File: src/rtl/fd_delay_calibrator.sv
// Coarse delay-line calibrator: launches test pulses, times the synchronised echo edge,
// and reports min/max/sum of 2**g_log2_samples round trips in clk_sys_i cycles.
module fd_delay_calibrator #(
  parameter int unsigned g_cnt_width    = 16,
  parameter int unsigned g_log2_samples = 4,
  parameter int unsigned g_pulse_width  = 4,
  parameter int unsigned g_holdoff      = 8,
  parameter int unsigned g_timeout      = 1000
) (
  input  logic                                   clk_sys_i,
  input  logic                                   rst_n_sys_i,
  input  logic                                   start_i,
  output logic                                   pulse_o,
  input  logic                                   echo_i,
  output logic                                   busy_o,
  output logic                                   done_o,
  output logic                                   valid_o,
  output logic                                   timeout_o,
  output logic [g_cnt_width-1:0]                 min_o,
  output logic [g_cnt_width-1:0]                 max_o,
  output logic [g_cnt_width+g_log2_samples-1:0]  sum_o
);

  localparam int unsigned c_sum_width  = g_cnt_width + g_log2_samples;
  localparam int unsigned c_hold_width = $clog2(g_holdoff + 1);
  localparam logic [g_cnt_width-1:0]  c_timeout     = g_cnt_width'(g_timeout);
  localparam logic [g_cnt_width-1:0]  c_pulse_width = g_cnt_width'(g_pulse_width);
  localparam logic [c_hold_width-1:0] c_hold_last   = c_hold_width'(g_holdoff - 1);

  typedef enum logic [2:0] {IDLE, LAUNCH, WAIT_ECHO, HOLDOFF, FINISH} state_t;

  state_t                    state_q, state_d;
  logic                      echo_s1_q, echo_s1_d, echo_s2_q, echo_s2_d, echo_prev_q, echo_prev_d;
  logic                      pulse_q, pulse_d, busy_q, busy_d, done_q, done_d;
  logic                      valid_q, valid_d, timeout_q, timeout_d;
  logic [g_cnt_width-1:0]    cnt_q, cnt_d, cnt_next;
  logic [c_hold_width-1:0]   hold_q, hold_d;
  logic [g_log2_samples-1:0] idx_q, idx_d;
  logic [g_cnt_width-1:0]    acc_min_q, acc_min_d, acc_max_q, acc_max_d;
  logic [c_sum_width-1:0]    acc_sum_q, acc_sum_d;
  logic [g_cnt_width-1:0]    min_q, min_d, max_q, max_d;
  logic [c_sum_width-1:0]    sum_q, sum_d;
  logic                      echo_rise;

  // Only a fresh rising edge of the synchronised echo counts as a return.
  assign echo_rise = echo_s2_q & ~echo_prev_q;
  assign cnt_next  = cnt_q + g_cnt_width'(1);

  always_comb begin
    state_d     = state_q;
    echo_s1_d   = echo_i;
    echo_s2_d   = echo_s1_q;
    echo_prev_d = echo_s2_q;
    pulse_d     = pulse_q;
    busy_d      = busy_q;
    done_d      = 1'b0;
    valid_d     = valid_q;
    timeout_d   = timeout_q;
    cnt_d       = cnt_q;
    hold_d      = hold_q;
    idx_d       = idx_q;
    acc_min_d   = acc_min_q;
    acc_max_d   = acc_max_q;
    acc_sum_d   = acc_sum_q;
    min_d       = min_q;
    max_d       = max_q;
    sum_d       = sum_q;
    case (state_q)
      IDLE: begin
        if (start_i) begin
          state_d   = LAUNCH;
          busy_d    = 1'b1;
          timeout_d = 1'b0;
          acc_min_d = '1;
          acc_max_d = '0;
          acc_sum_d = '0;
          idx_d     = '0;
        end
      end
      LAUNCH: begin
        pulse_d = 1'b1;
        cnt_d   = '0;
        state_d = WAIT_ECHO;
      end
      WAIT_ECHO: begin
        // cnt_next equals the round-trip time including the two synchroniser stages.
        cnt_d = cnt_next;
        if (cnt_next >= c_pulse_width) pulse_d = 1'b0;
        if (echo_rise) begin
          pulse_d   = 1'b0;
          if (cnt_next < acc_min_q) acc_min_d = cnt_next;
          if (cnt_next > acc_max_q) acc_max_d = cnt_next;
          acc_sum_d = acc_sum_q + c_sum_width'(cnt_next);
          idx_d     = idx_q + g_log2_samples'(1);
          hold_d    = '0;
          state_d   = HOLDOFF;
        end else if (cnt_next == c_timeout) begin
          pulse_d   = 1'b0;
          timeout_d = 1'b1;
          state_d   = FINISH;
        end
      end
      HOLDOFF: begin
        if (echo_s2_q) begin
          hold_d = '0;
        end else if (hold_q == c_hold_last) begin
          state_d = (idx_q == '0) ? FINISH : LAUNCH;
        end else begin
          hold_d = hold_q + c_hold_width'(1);
        end
      end
      FINISH: begin
        done_d  = 1'b1;
        busy_d  = 1'b0;
        state_d = IDLE;
        if (!timeout_q) begin
          min_d   = acc_min_q;
          max_d   = acc_max_q;
          sum_d   = acc_sum_q;
          valid_d = 1'b1;
        end
      end
      default: state_d = IDLE;
    endcase
  end

  always_ff @(posedge clk_sys_i or negedge rst_n_sys_i) begin
    if (!rst_n_sys_i) begin
      state_q     <= IDLE;
      echo_s1_q   <= 1'b0;
      echo_s2_q   <= 1'b0;
      echo_prev_q <= 1'b0;
      pulse_q     <= 1'b0;
      busy_q      <= 1'b0;
      done_q      <= 1'b0;
      valid_q     <= 1'b0;
      timeout_q   <= 1'b0;
      cnt_q       <= '0;
      hold_q      <= '0;
      idx_q       <= '0;
      acc_min_q   <= '0;
      acc_max_q   <= '0;
      acc_sum_q   <= '0;
      min_q       <= '0;
      max_q       <= '0;
      sum_q       <= '0;
    end else begin
      state_q     <= state_d;
      echo_s1_q   <= echo_s1_d;
      echo_s2_q   <= echo_s2_d;
      echo_prev_q <= echo_prev_d;
      pulse_q     <= pulse_d;
      busy_q      <= busy_d;
      done_q      <= done_d;
      valid_q     <= valid_d;
      timeout_q   <= timeout_d;
      cnt_q       <= cnt_d;
      hold_q      <= hold_d;
      idx_q       <= idx_d;
      acc_min_q   <= acc_min_d;
      acc_max_q   <= acc_max_d;
      acc_sum_q   <= acc_sum_d;
      min_q       <= min_d;
      max_q       <= max_d;
      sum_q       <= sum_d;
    end
  end

  assign pulse_o   = pulse_q;
  assign busy_o    = busy_q;
  assign done_o    = done_q;
  assign valid_o   = valid_q;
  assign timeout_o = timeout_q;
  assign min_o     = min_q;
  assign max_o     = max_q;
  assign sum_o     = sum_q;

endmodule

File: config.mk
export PLATFORM = sky130hd
export DESIGN_NAME = fd_delay_calibrator
export DESIGN_NICKNAME = d
export VERILOG_FILES = /design/src/rtl/fd_delay_calibrator.sv
export SDC_FILE = /design/constraint.sdc
export NUM_CORES = 1
export LEC_CHECK = 0
export CORE_UTILIZATION = 40
export CTS_BUF_LIST = sky130_fd_sc_hd__clkbuf_4
export CTS_CLUSTER_SIZE = 20
export DETAILED_ROUTE_END_ITERATION = 8
export DONT_BUFFER_PORTS = 1
export PLACE_DENSITY = 0.55
export RECOVER_POWER = 100
export SLEW_MARGIN = 20
export SYNTH_ARGS = -nofsm -noshare
export SYNTH_HDL_FRONTEND = slang
export SYNTH_SLANG_ARGS = --single-unit
File: constraint.sdc
create_clock -name clk_sys_i -period 4.2 [get_ports clk_sys_i]
set_clock_uncertainty 0.05 [all_clocks]
set_input_delay 0.42 -clock clk_sys_i [delete_from_list [all_inputs] [get_ports clk_sys_i]]
set_output_delay 0.42 -clock clk_sys_i [all_outputs]
set_load 0.03 [all_outputs]
After elaboration in Yosys (flattened, before gate mapping)
Cells that the tools add are included.
{"block": "op_classes", "addsub": 4, "magnitude_cmp": 3, "eq_ne": 17, "muxes": 37, "bitwise_logic": 3, "n_reduce_logical": 15}
{"op": "$mux W16", "n": 6}
{"op": "$pmux W16 S2", "n": 3}
{"op": "$mux W20", "n": 2}
{"op": "$pmux W20 S2", "n": 1}
{"op": "$add A20 B16 Y20", "n": 1}
{"op": "$mux W4", "n": 5}
{"op": "$mux W3", "n": 6}
{"op": "$add A16 B1 Y16 const B", "n": 1}
{"op": "$eq A16 B10 Y1 const B", "n": 1}
{"op": "$ge A16 B3 Y1 const B", "n": 1}
{"op": "$gt A16 B16 Y1", "n": 1}
{"op": "$lt A16 B16 Y1", "n": 1}
{"op": "$ne A2 B2 Y1 const B", "n": 8}
{"op": "$pmux W4 S2", "n": 2}
{"op": "$reduce_and A4 Y1", "n": 4}
{"op": "$pmux W3 S4", "n": 1}
{"op": "$add A4 B1 Y4 const B", "n": 2}
{"op": "$mux W1", "n": 8}
{"op": "$reduce_bool A2 Y1", "n": 4}
{"op": "$eq A3 B2 Y1 const B", "n": 2}
{"op": "$ne A3 B3 Y1 const B", "n": 2}
{"op": "$pmux W1 S2", "n": 3}
{"op": "$reduce_and A2 Y1", "n": 3}
{"op": "$reduce_and A3 Y1", "n": 2}
{"op": "8 further kinds", "n": 9}
{"block": "word_totals", "regBits": 139, "inputBits": 4, "output_inout_bits": 57, "elab_cells": 97}

Logic depth before layout (Yosys ltp)
{"block": "depth", "ltp_word": 6, "depth_mapped": 16, "mapped_depth_nobuf": 14}

Least setup slack after synthesis
OpenSTA, ideal clock, no wires.
{"block": "synth_path", "path_type": "reg2reg", "start": "reg cnt_q[0]", "end": "reg acc_min_q[11]", "setup_ns": 0.079, "t_arrival_ns": 3.536, "required_time_ns": 4.071, "path_slack_ns": 0.534, "stages_incl_launch_ff": 17, "path_buffers": 2, "synth_period_minus_slack_ns": 3.666, "cell_sequence": "dfrtp_1 -> ha_1 -> buf_2 -> nand2_1 -> nor2_1 -> nand3_1 -> xor2_1 -> inv_1 -> ha_1 -> and3_1 -> o2111ai_1 -> a21oi_1 -> or4_1 -> a311o_2 -> nor2_4 -> buf_6 -> mux2i_1"}
{"block": "synth_via", "elab_chain_len": 4, "elab_cells_between_ends": 7, "cone_classes": "add/sub: 1; order compare: 1; eq/ne: 1; mux: 3; reduce/logical: 1"}
{"item": "start: declaration", "line": "36", "rtl": "logic [g_cnt_width-1:0] cnt_q, cnt_d, cnt_next;"}
{"item": "start signal: assignment", "line": "157", "rtl": "cnt_q <= cnt_d;"}
{"item": "$add A16 B1 Y16 (*)", "line": "47", "rtl": "assign cnt_next = cnt_q + g_cnt_width'(1);"}
{"item": "$lt A16 B16 Y1 or $mux W16 (tied branches)", "line": "91", "rtl": "if (cnt_next < acc_min_q) acc_min_d = cnt_next;"}
{"item": "$ne A2 B2 Y1 (no source line) or $mux W16 (tied branches)"}
{"item": "$reduce_and A4 Y1 (no source line) or $pmux W16 S2 (tied branches)"}
{"item": "end signal: assignment", "line": "160", "rtl": "acc_min_q <= acc_min_d;"}
{"item": "end: declaration", "line": "39", "rtl": "logic [g_cnt_width-1:0] acc_min_q, acc_min_d, acc_max_q, acc_max_d;"}
Every way passes the cells marked *; elsewhere a longest branch is shown, timed or not. The select of a mux whose other input is x is not followed.
A chain may end at the register's enable or synchronous reset.

Final worst setup path
{"block": "layout_path", "start": "reg cnt_q[1]", "end": "reg acc_min_q[14]"}
Same word-level chain as after synthesis.

==> run summary <==
1st-pass router iterations: 7
Pin count of the biggest net entering global routing: 140
Initial DRC count: 392
Ys async rst share: 100%
R2r setup slk: 0.26 ns
Cell Area, Synth: 7560 sq um
Crit-path most repeated cell: ha_1
I/O pin total: 61
Wire per inst: 18.6 um
Antenna Nets Post-Route: 0
CP endpoint kind: register
N_diodes: 0
Psw: 1.97 mW
GRT Total Usage: 20.2%
Worst slew pin tran: 3.08 ns
Final setup violation count: 0
Distinct cells, synth: 65
Buffers added on ports: 0
Number of buffers created by CTS: 17
Die area: 19500 sq um
GP Congestion: 0.980
Vias in the first global route: 5582
Grt ovf: 0
Fill count: 1753
Dpl cells: 953
DR vias/cell: 5.57
Combinational share of power: 29.7%
HPWL Detailed: 13200 um
Area delta synth->final: 8.57%
TritonCTS clock tree: yes
RSZ-0062 raised after global routing: false
WL final: 18500 um
Post-route minimum period: 3.94 ns
Post-route insts no fill: 992
Hold path cells: 3
CP max stage cell: or4_1
Max-slew violations: 192
First-pass GRT wire length: 30400 um
Failing checks: capacitance limit, slew limit
Path type of the worst setup path: reg -> reg
Crit-path max cell delay: 0.58 ns
Core box area: 18300 sq um
LEAKAGE: 4.04 nW
Yosys warns: 0
Initial core utilization: 41.4%
FF+latch count, synth: 139
Proportion of layout cells with a drive suffix above 1: 14.9%
Reg2reg start: cnt_q[1]
Max_slew headroom: -105%
Seq pwr share: 47.9%
Clk pwr share: 22.3%
Sequential cell area: 3480 sq um
Initial antenna violation count: 0
Fin nets: 803
Vias: 5528
Area post-placement: 7840 sq um
Type of origin of the critical path: register
Status: complete, but fails checks
Mapped Nets: 792
Hold WS: 0.103 ns
Multi-input logic area: 3730 sq um
Yosys top cell area share: 46.0%
Top cells by area, synth: dfrtp_1 46%, ha_1 7.9%, mux2_2 7.7%
PwrDens: 577 nW/um^2
Final Cycle Share: 93.8%
Hold crit path type: in -> reg
EDFF count, synth: 0
DR DRC count: 0
TNS Setup: 0 ns
Data required, critical path: 4.62 ns
Final hold violations: 0
Placement Rows: 49
Clk Latency, worst-skew pair: 0.55 ns
Max Fclk: 254 MHz
Reg-to-Reg End: acc_min_q[14]
Ys flop type: dfrtp_1
Critical path cell sequence: ha_1 > nand2_1 > nor2_1 > nand3_1 > xor2_1 > inv_1 > ha_1 > and3_1 > o2111ai_1 > a21oi_1 > or4_1 > a311o_2 > nor2_4 > clkbuf_1 > mux2i_1
Worst-path fanout max: 8
Die X-Extent: 139 um
Clk slew on worst S/H paths: 0.13 ns
R2R depth: 15
Yosys top cell by area: dfrtp_1
Final core utilization: 44.9%
TritonCTS Sinks: 139
Die H: 139 um
Root Buffer: clkbuf_4
Cells after synthesis: 739
Post-CTS sizing: 0
Sw frac: 41.6%
Synthesized area per cell: 10.2 sq um
CTS Buffer Depth: 2
Hold Startpoint: start_i
VDD IR max: 0.000243 V
Sequential-to-total area share from yosys stat: 46.0%
P_int: 2.76 mW
Arrival time worst endpoint: 4.36 ns
Hold Crit Endpoint: state_q[2]
Cell area after layout: 8210 sq um
CTS H-tree depth: 4
MaxCap Viol Count: 3
worst max-delay path, delay by kind of cell (launching register included):
| family | cells | cell delay, ns |
|---|---|---|
| AO/OA/AOI/OAI | 3 | 0.56 |
| XOR/XNOR | 1 | 0.37 |
| adder cells (fa/ha/maj) | 2 | 0.64 |
| buffers and inverters | 2 | 0.28 |
| multiplexers | 1 | 0.21 |
| flip-flops | 1 | 0.45 |
| AND/OR/NAND/NOR | 6 | 1.28 |
power by group through the flow:
| stage | clock [mW] | combinational [mW] | sequential [mW] |
|---|---|---|---|
| global placement | 0 | 1.35 | 2.29 |
| global route | 1.14 | 1.59 | 2.32 |
| finish | 1.06 | 1.41 | 2.27 |
| detailed placement | 0 | 1.40 | 2.30 |
| CTS | 1.08 | 1.44 | 2.28 |
| floorplan | 0 | 1.08 | 2.18 |
final cells by class:
| class | count | area share [%] |
|---|---|---|
| Clock buffer | 17 | 1.55 |
| Clock inverter | 15 | 2.71 |
| Inverter | 54 | 2.47 |
| Multi-Input combinational cell | 516 | 45.5 |
| Sequential cell | 139 | 42.4 |
| Tap cell | 229 | 3.49 |
| Timing Repair Buffer | 22 | 1.91 |
how the worst max path moves through the flow:
stage / start / end / slack (ns) / cells past startpoint
detailed placement: cnt_q[1] / acc_min_q[14] / 0.24 / 14
floorplan: cnt_q[0] / acc_min_q[11] / 0.53 / 16
finish: cnt_q[1] / acc_min_q[14] / 0.26 / 15
global placement: cnt_q[1] / acc_min_q[11] / 0.35 / 13
global route: cnt_q[0] / acc_min_q[13] / 0.06 / 14
CTS: cnt_q[1] / acc_min_q[14] / 0.20 / 13
registers in the layout, summed over array words and instances, names as in the netlist, 16 cells and up:
| signal | cells |
|---|---|
| acc_sum_q | 20 |
| sum_o | 20 |
| acc_max_q | 16 |
| acc_min_q | 16 |
| cnt_q | 16 |
| max_o | 16 |
| min_o | 16 |
synth_stat cells, types with 6 or more instances:
master      n
dfrtp_1   139
nand2_1    69
nor2_1     57
inv_1      54
mux2_2     52
ha_1       48
o21ai_0    42
a21oi_1    28
mux2i_1    24
nand3_1    23
clkbuf_1   19
xor2_1     16
nor3_1     14
xnor2_1    14
o21ai_1    12
a21o_1     11
a22o_1      9
buf_2       9
nor2b_1     8
nand4_1     7
o21a_1      6
stage by stage:
step / worst slack (ns) / total power [mW]
floorplan: 0.534 / 3.26
detailed placement: 0.237 / 3.70
global placement: 0.354 / 3.64
CTS: 0.198 / 4.80
global route: 0.0554 / 5.05
finish: 0.262 / 4.73
layer usage:
metal | track usage, % | up-vias | part of all wire [%] | wire length, um
met5 | 0 | - | 0 | 0
met4 | 7.49 | 0 | 2.2 | 413
met3 | 3.54 | 29 | 4.4 | 813
met2 | 32.2 | 178 | 46 | 8510
met1 | 27.6 | 2692 | 47 | 8730
li1 | - | 2629 | - | -
repair_timing:
action / 4_1_cts / 5_1_grt
endpoints found under the hold margin: 141 / 0
setup endpoints to repair: 0 / 6
hold buffers: 4 / 0
buffers inserted: 0 / 3
kinds of logic after synthesis:
family | share of synthesized area [%]
adder cells (fa/ha/maj) | 8.36
multiplexers | 10.9
AO/OA/AOI/OAI | 12.4
XOR/XNOR | 3.77
flip-flops | 46.0
AND/OR/NAND/NOR | 14.0
buffers and inverters | 4.52
cell usage in the layout (no fill, tap or decap), drive strengths merged, types with 9 or more instances in the layout:
master	instances
nand2	69
a22o	9
nor2	58
o21ai	55
nand3	25
xor2	16
mux2i	24
dfrtp	139
mux2	52
xnor2	14
nor3	16
clkbuf	24
ha	48
buf	12
a21o	11
inv	55
a21oi	29
Power figures use the tool's default switching activity.
